**src/rtl/sdm_codec_bank.sv**
```systemverilog
// NUM_CH independent channel pairs: a first-order sigma-delta DAC modulator and a boxcar ADC decimator.
// Optional build macro SDM_CODEC_BANK_DITHER_EN adds a shared LFSR +/-1 dither to every DAC.

module sdm_codec_bank #(
  parameter int NUM_CH   = 2,
  parameter int DATA_W   = 16,
  parameter int OSR_LOG2 = 6
) (
  input  logic                     clk,
  input  logic                     rst,
  input  logic [NUM_CH-1:0]        ch_en,
  input  logic [NUM_CH-1:0]        dac_valid_in,
  input  logic [NUM_CH*DATA_W-1:0] dac_din,
  output logic [NUM_CH-1:0]        dac_valid_out,
  output logic [NUM_CH-1:0]        dac_bit_out,
  input  logic [NUM_CH-1:0]        adc_valid_in,
  input  logic [NUM_CH-1:0]        adc_bit_in,
  output logic [NUM_CH-1:0]        adc_valid_out,
  output logic [NUM_CH*DATA_W-1:0] adc_dout
);

`ifdef SDM_CODEC_BANK_DITHER_EN
  localparam int ACC_W = DATA_W + 3;
`else
  localparam int ACC_W = DATA_W + 2;
`endif
  localparam int OSR   = 1 << OSR_LOG2;
  localparam int SHIFT = DATA_W - 1 - OSR_LOG2;
  localparam int Y_W   = DATA_W + 2;

  localparam logic signed [ACC_W-1:0]  HALF     = {{(ACC_W-DATA_W){1'b0}}, 1'b1, {(DATA_W-1){1'b0}}};
  localparam logic signed [Y_W-1:0]    PCM_MAX  = {3'b000, {(DATA_W-1){1'b1}}};
  localparam logic signed [Y_W-1:0]    OSR_Y    = Y_W'(OSR);
  localparam logic [OSR_LOG2-1:0]      CNT_LAST = {OSR_LOG2{1'b1}};

`ifdef SDM_CODEC_BANK_DITHER_EN
  // Galois LFSR, x^16+x^14+x^13+x^11+1, right-shifting form.
  logic [15:0] lfsr_reg;

  always_ff @(posedge clk) begin
    if (rst) begin
      lfsr_reg <= 16'hACE1;
    end else begin
      lfsr_reg <= {1'b0, lfsr_reg[15:1]} ^ (lfsr_reg[0] ? 16'hB400 : 16'h0000);
    end
  end
`endif

  generate
    for (genvar gi = 0; gi < NUM_CH; gi++) begin : gen_ch
      logic signed [ACC_W-1:0] acc_reg;
      logic signed [ACC_W-1:0] acc_next;
      logic signed [ACC_W-1:0] sum_next;
      logic signed [ACC_W-1:0] dith;
      logic                    bit_next;
      logic                    dac_bit_reg;
      logic                    dac_valid_reg;

      logic [OSR_LOG2-1:0]     cnt_reg;
      logic [OSR_LOG2:0]       ones_reg;
      logic [OSR_LOG2:0]       k_next;
      logic signed [Y_W-1:0]   y_lin;
      logic signed [Y_W-1:0]   y_shift;
      logic [DATA_W-1:0]       y_sat;
      logic [DATA_W-1:0]       adc_dout_reg;
      logic                    adc_valid_reg;

`ifdef SDM_CODEC_BANK_DITHER_EN
      assign dith = lfsr_reg[gi % 16] ? ACC_W'(1) : {ACC_W{1'b1}};
`else
      assign dith = '0;
`endif

      always_comb begin
        sum_next = acc_reg
                 + {{(ACC_W-DATA_W){dac_din[gi*DATA_W+DATA_W-1]}}, dac_din[gi*DATA_W +: DATA_W]}
                 + dith;
        bit_next = ~sum_next[ACC_W-1];
        acc_next = bit_next ? (sum_next - HALF) : (sum_next + HALF);
      end

      always_ff @(posedge clk) begin
        if (rst || !ch_en[gi]) begin
          acc_reg       <= '0;
          dac_bit_reg   <= 1'b0;
          dac_valid_reg <= 1'b0;
        end else begin
          dac_valid_reg <= dac_valid_in[gi];
          if (dac_valid_in[gi]) begin
            acc_reg     <= acc_next;
            dac_bit_reg <= bit_next;
          end
        end
      end

      // k includes the bit arriving this cycle; only k=OSR can exceed H-1 after scaling.
      always_comb begin
        k_next  = ones_reg + {{OSR_LOG2{1'b0}}, adc_bit_in[gi]};
        y_lin   = $signed({{(Y_W-OSR_LOG2-2){1'b0}}, k_next, 1'b0}) - OSR_Y;
        y_shift = y_lin <<< SHIFT;
        y_sat   = (y_shift > PCM_MAX) ? PCM_MAX[DATA_W-1:0] : y_shift[DATA_W-1:0];
      end

      always_ff @(posedge clk) begin
        if (rst || !ch_en[gi]) begin
          cnt_reg       <= '0;
          ones_reg      <= '0;
          adc_dout_reg  <= '0;
          adc_valid_reg <= 1'b0;
        end else begin
          adc_valid_reg <= 1'b0;
          if (adc_valid_in[gi]) begin
            if (cnt_reg == CNT_LAST) begin
              adc_dout_reg  <= y_sat;
              adc_valid_reg <= 1'b1;
              cnt_reg       <= '0;
              ones_reg      <= '0;
            end else begin
              cnt_reg  <= cnt_reg + OSR_LOG2'(1);
              ones_reg <= k_next;
            end
          end
        end
      end

      assign dac_bit_out[gi]                   = dac_bit_reg;
      assign dac_valid_out[gi]                 = dac_valid_reg;
      assign adc_valid_out[gi]                 = adc_valid_reg;
      assign adc_dout[gi*DATA_W +: DATA_W]     = adc_dout_reg;
    end
  endgenerate

endmodule

```
**config.mk**
```make
export PLATFORM = sky130hd
export DESIGN_NAME = sdm_codec_bank
export DESIGN_NICKNAME = d
export VERILOG_FILES = /design/src/rtl/sdm_codec_bank.sv
export SDC_FILE = /design/constraint.sdc
export NUM_CORES = 1
export LEC_CHECK = 0
export ABC_AREA = 1
export CORE_ASPECT_RATIO = 1.5
export CORE_MARGIN = 2
export CORE_UTILIZATION = 55
export DETAILED_ROUTE_END_ITERATION = 8
export GPL_ROUTABILITY_DRIVEN = 0
export PLACE_DENSITY = 0.84
export SYNTH_ARGS = -nofsm -noshare
export SYNTH_HDL_FRONTEND = slang
export SYNTH_SLANG_ARGS = --single-unit
```
**constraint.sdc**
```tcl
create_clock -name clk -period 2.7 [get_ports clk]
set_clock_uncertainty 0.2 [all_clocks]
set_input_delay 0.405 -clock clk [delete_from_list [all_inputs] [get_ports clk]]
set_output_delay 0.405 -clock clk [all_outputs]
set_load 0.05 [all_outputs]
```
==> summary.md <==
| Metric | Value |
|---|---|
| Asr flop ratio synth | 0% |
| Reg2Reg Capture Point | gen_ch[0].acc_reg[16] |
| Congestion Overflow GR | 0 |
| Largest net degree at the start of global routing | 24 |
| Post-synth EDFFs | 0 |
| Fill cells | 714 |
| Final setup viols | 0 |
| Commonest cells in the netlist | 175 x nand2_1, 101 x nor2_1, 82 x dfxtp_1, 82 x inv_1, 61 x nand3_1 |
| CP endpoint | gen_ch[0].acc_reg[16] |
| Final nets | 994 |
| Final HPWL DP | 10500 microns |
| DR DRC count | 0 |
| Mux contribution to synthesized area | 0% |
| Yosys cell types | 39 |
| Via count | 5652 |
| Leak Pwr | 3.47 nW |
| Non-filler cells, final | 1027 |
| Htree depth | 3 |
| Drt wl/cell | 14.5 microns |
| Share of layout cells above drive strength 1 | 18.0% |
| Post-synthesis xor/xnor area fraction | 4.17% |
| Pins Over Slew Limit | 0 |
| Gate count after technology mapping | 782 |
| Yosys warning count | 0 |
| Period utilization | 97.3% |
| Cells on worst reg2reg path | 12 |
| Worst skew pair latency | 0.34 ns |
| Final Hold Violating Endpoints | 0 |
| Place WS | -0.391 ns |
| Max reg flops | 36 |
| Port Buf Inserts | 79 |
| CTS tree | done |
| Clock-pin transition on the worst setup and hold timing paths | 0.06 ns |
| Final WS setup | 0.0723 ns |
| P per Cell Area | 451 nW/um^2 |
| Layout area overhead | 32.3% |
| Peak VDD IR | 0.356 mV |
| Complex-gate fraction of the synthesized area | 13.3% |
| Core ar. | 9630 sq um |
| RSZ-0062 raised after global routing | true |
| CTS root buffer | clkbuf_16 |
| Reg2Reg Launch Point | gen_ch[0].acc_reg[11] |
| Synth Flop Type | dfxtp_1 |
| Setup TNS Final | 0 ns |
| Top Ports | 80 |
| Die H | 125 microns |
| Avg Cell Area, Syn | 6.91 sq um |
| Max cap viols | 0 |
| Diode count | 0 |
| Adder-Cell Fraction of Synth Area | 10.7% |
| GRT Util Overall | 27.0% |
| Final Critical Period | 2.63 ns |
| DRT iter0 DRCs | 307 |
| Synth Register Bits | 82 |
| Synth area leader | dfxtp_1 |
| Detailed Route WL | 14900 microns |
| Total CTS buffers | 9 |
| Max FO, Critical Path | 5 |
| Seq/Total Area, Yosys | 30.4% |
| Register area | 1640 sq um |
| Fmax | 381 MHz |
| Area contributors post-synth | dfxtp_1 30%, nand2_1 12%, ha_1 9.3%, nor2_1 7.0%, inv_1 5.7% |
| Number of global-route vias before repair | 5603 |
| Multi-input logic area | 3410 sq um |
| Initial Util | 56.1% |
| DP Area | 6650 sq um |
| Crit start category | input port |
| Slew headroom | 61.5% |
| First-pass GRT wire length | 23700 microns |
| Die width | 84.9 microns |
| Worst Setup End Kind | register |
| WS Path Type | in2reg |
| Main combinational cell family by area after synthesis | simple AND/OR/NAND/NOR gates |
| CP required | 2.72 ns |
| Worst Setup SP | dac_din[12] |
| Critical Path AT | 2.65 ns |
| DIE AREA | 10700 sq um |
| R2R Setup Slk | 0.27 ns |
| Post-route cell area | 7150 sq um |
| Top-count cell post-synth | nand2_1 |
| Std cell rows | 44 |
| CTS max path bufs | 2 |
| Post-Syn Area | 5400 sq um |
| Worst-margin pin slew | 0.577 ns |
| Clock tree sinks | 82 |
| Post-DRT Antenna Nets | 0 |
| Hold Crit Class | reg2reg |
| Synth top area share | 30.4% |
| Status | finished, final reports clean |
| Antenna violations before repair | 0 |
| Placed insts | 1011 |
| Simple-gate portion of the synthesized area | 31.3% |
| Syn_nets | 868 |
| Pre-antenna DRT Iters | 5 |
| Via/cell ratio | 5.50 |
-- layout make-up --
cell class | count | share of cell area, %
Clock buffer | 11 | 3.39
Clock inverter | 4 | 0.735
Inverter | 84 | 4.41
Multi-Input combinational cell | 579 | 47.7
Sequential cell | 82 | 23.0
Tap cell | 115 | 2.01
Timing Repair Buffer | 152 | 18.8
-- worst min path at each step --
stage	start	end	slack, ns	cells past startpoint
floorplan	gen_ch[0].acc_reg[0]	gen_ch[0].acc_reg[0]	0.24	2
global placement	gen_ch[0].acc_reg[0]	gen_ch[0].acc_reg[0]	0.25	2
detailed placement	gen_ch[0].acc_reg[0]	gen_ch[0].acc_reg[0]	0.26	2
CTS	gen_ch[0].acc_reg[0]	gen_ch[0].acc_reg[0]	0.28	2
global route	gen_ch[1].adc_dout_reg[15]	gen_ch[1].adc_dout_reg[15]	0.30	2
finish	gen_ch[1].adc_dout_reg[15]	gen_ch[1].adc_dout_reg[15]	0.27	2
-- cell families after synthesis --
kind of cell | Yosys count
AOI/OAI and AO/OA | 127
xor gates and xnor gates | 24
adders and majority gates | 44
buffers and inverters | 121
DFF | 82
and+or+nand+nor | 384
-- cells in the final DEF (no fill, tap or decap), drive strengths merged, types with 11 or more instances in the layout --
| cell | instances |
|---|---|
| xor2 | 18 |
| a21oi | 62 |
| ha | 40 |
| nand2 | 184 |
| nand3 | 65 |
| nor2 | 109 |
| o21ai | 42 |
| buf | 73 |
| clkdlybuf4s50 | 76 |
| clkbuf | 11 |
| inv | 84 |
| dfxtp | 82 |
-- routing by layer --
| layer | global-route usage, % | routed length, microns |
|---|---|---|
| met3 | 3.96 | 827 |
| met1 | 27.9 | 5420 |
| met5 | 0 | 0 |
| met4 | 14.3 | 604 |
| met2 | 51.2 | 8000 |
-- repair_timing --
item,in CTS,in global routing
endpoints found under the setup margin,2,4
gates resized for setup,2,45
gates cloned,0,0
buffers inserted,0,1
hold buffers,0,0
pin swaps,0,8
-- critical path, cell delays in order --
cell and delay [ns]:
clkdlybuf4s50_1 0.43, ha_1 0.38, a21oi_1 0.25, o21ai_0 0.14, a21oi_2 0.17, nand2_1 0.07, nand2_1 0.09, nand2_1 0.11
fa_1 0.55, a21oi_1 0.06
-- power breakdown --
group | switching, W | internal, W | total [W]
sequential | 0.0000217 | 0.00124 | 0.00126
clock | 0.000496 | 0.000736 | 0.00123
combinational | 0.000395 | 0.000337 | 0.000732
total | 0.000912 | 0.00232 | 0.00323
-- metrics by stage --
stage                     hold slack [ns]  power (W)  util, %
final                               0.273    0.00323     74.2
after detailed placement            0.264    0.00196     69.0
after CTS                           0.276    0.00319     72.1
after global placement              0.253    0.00192     69.0
after floorplan                     0.245    0.00167        -
after global routing                0.304    0.00336     74.2
Power figures use the tool's default switching activity.
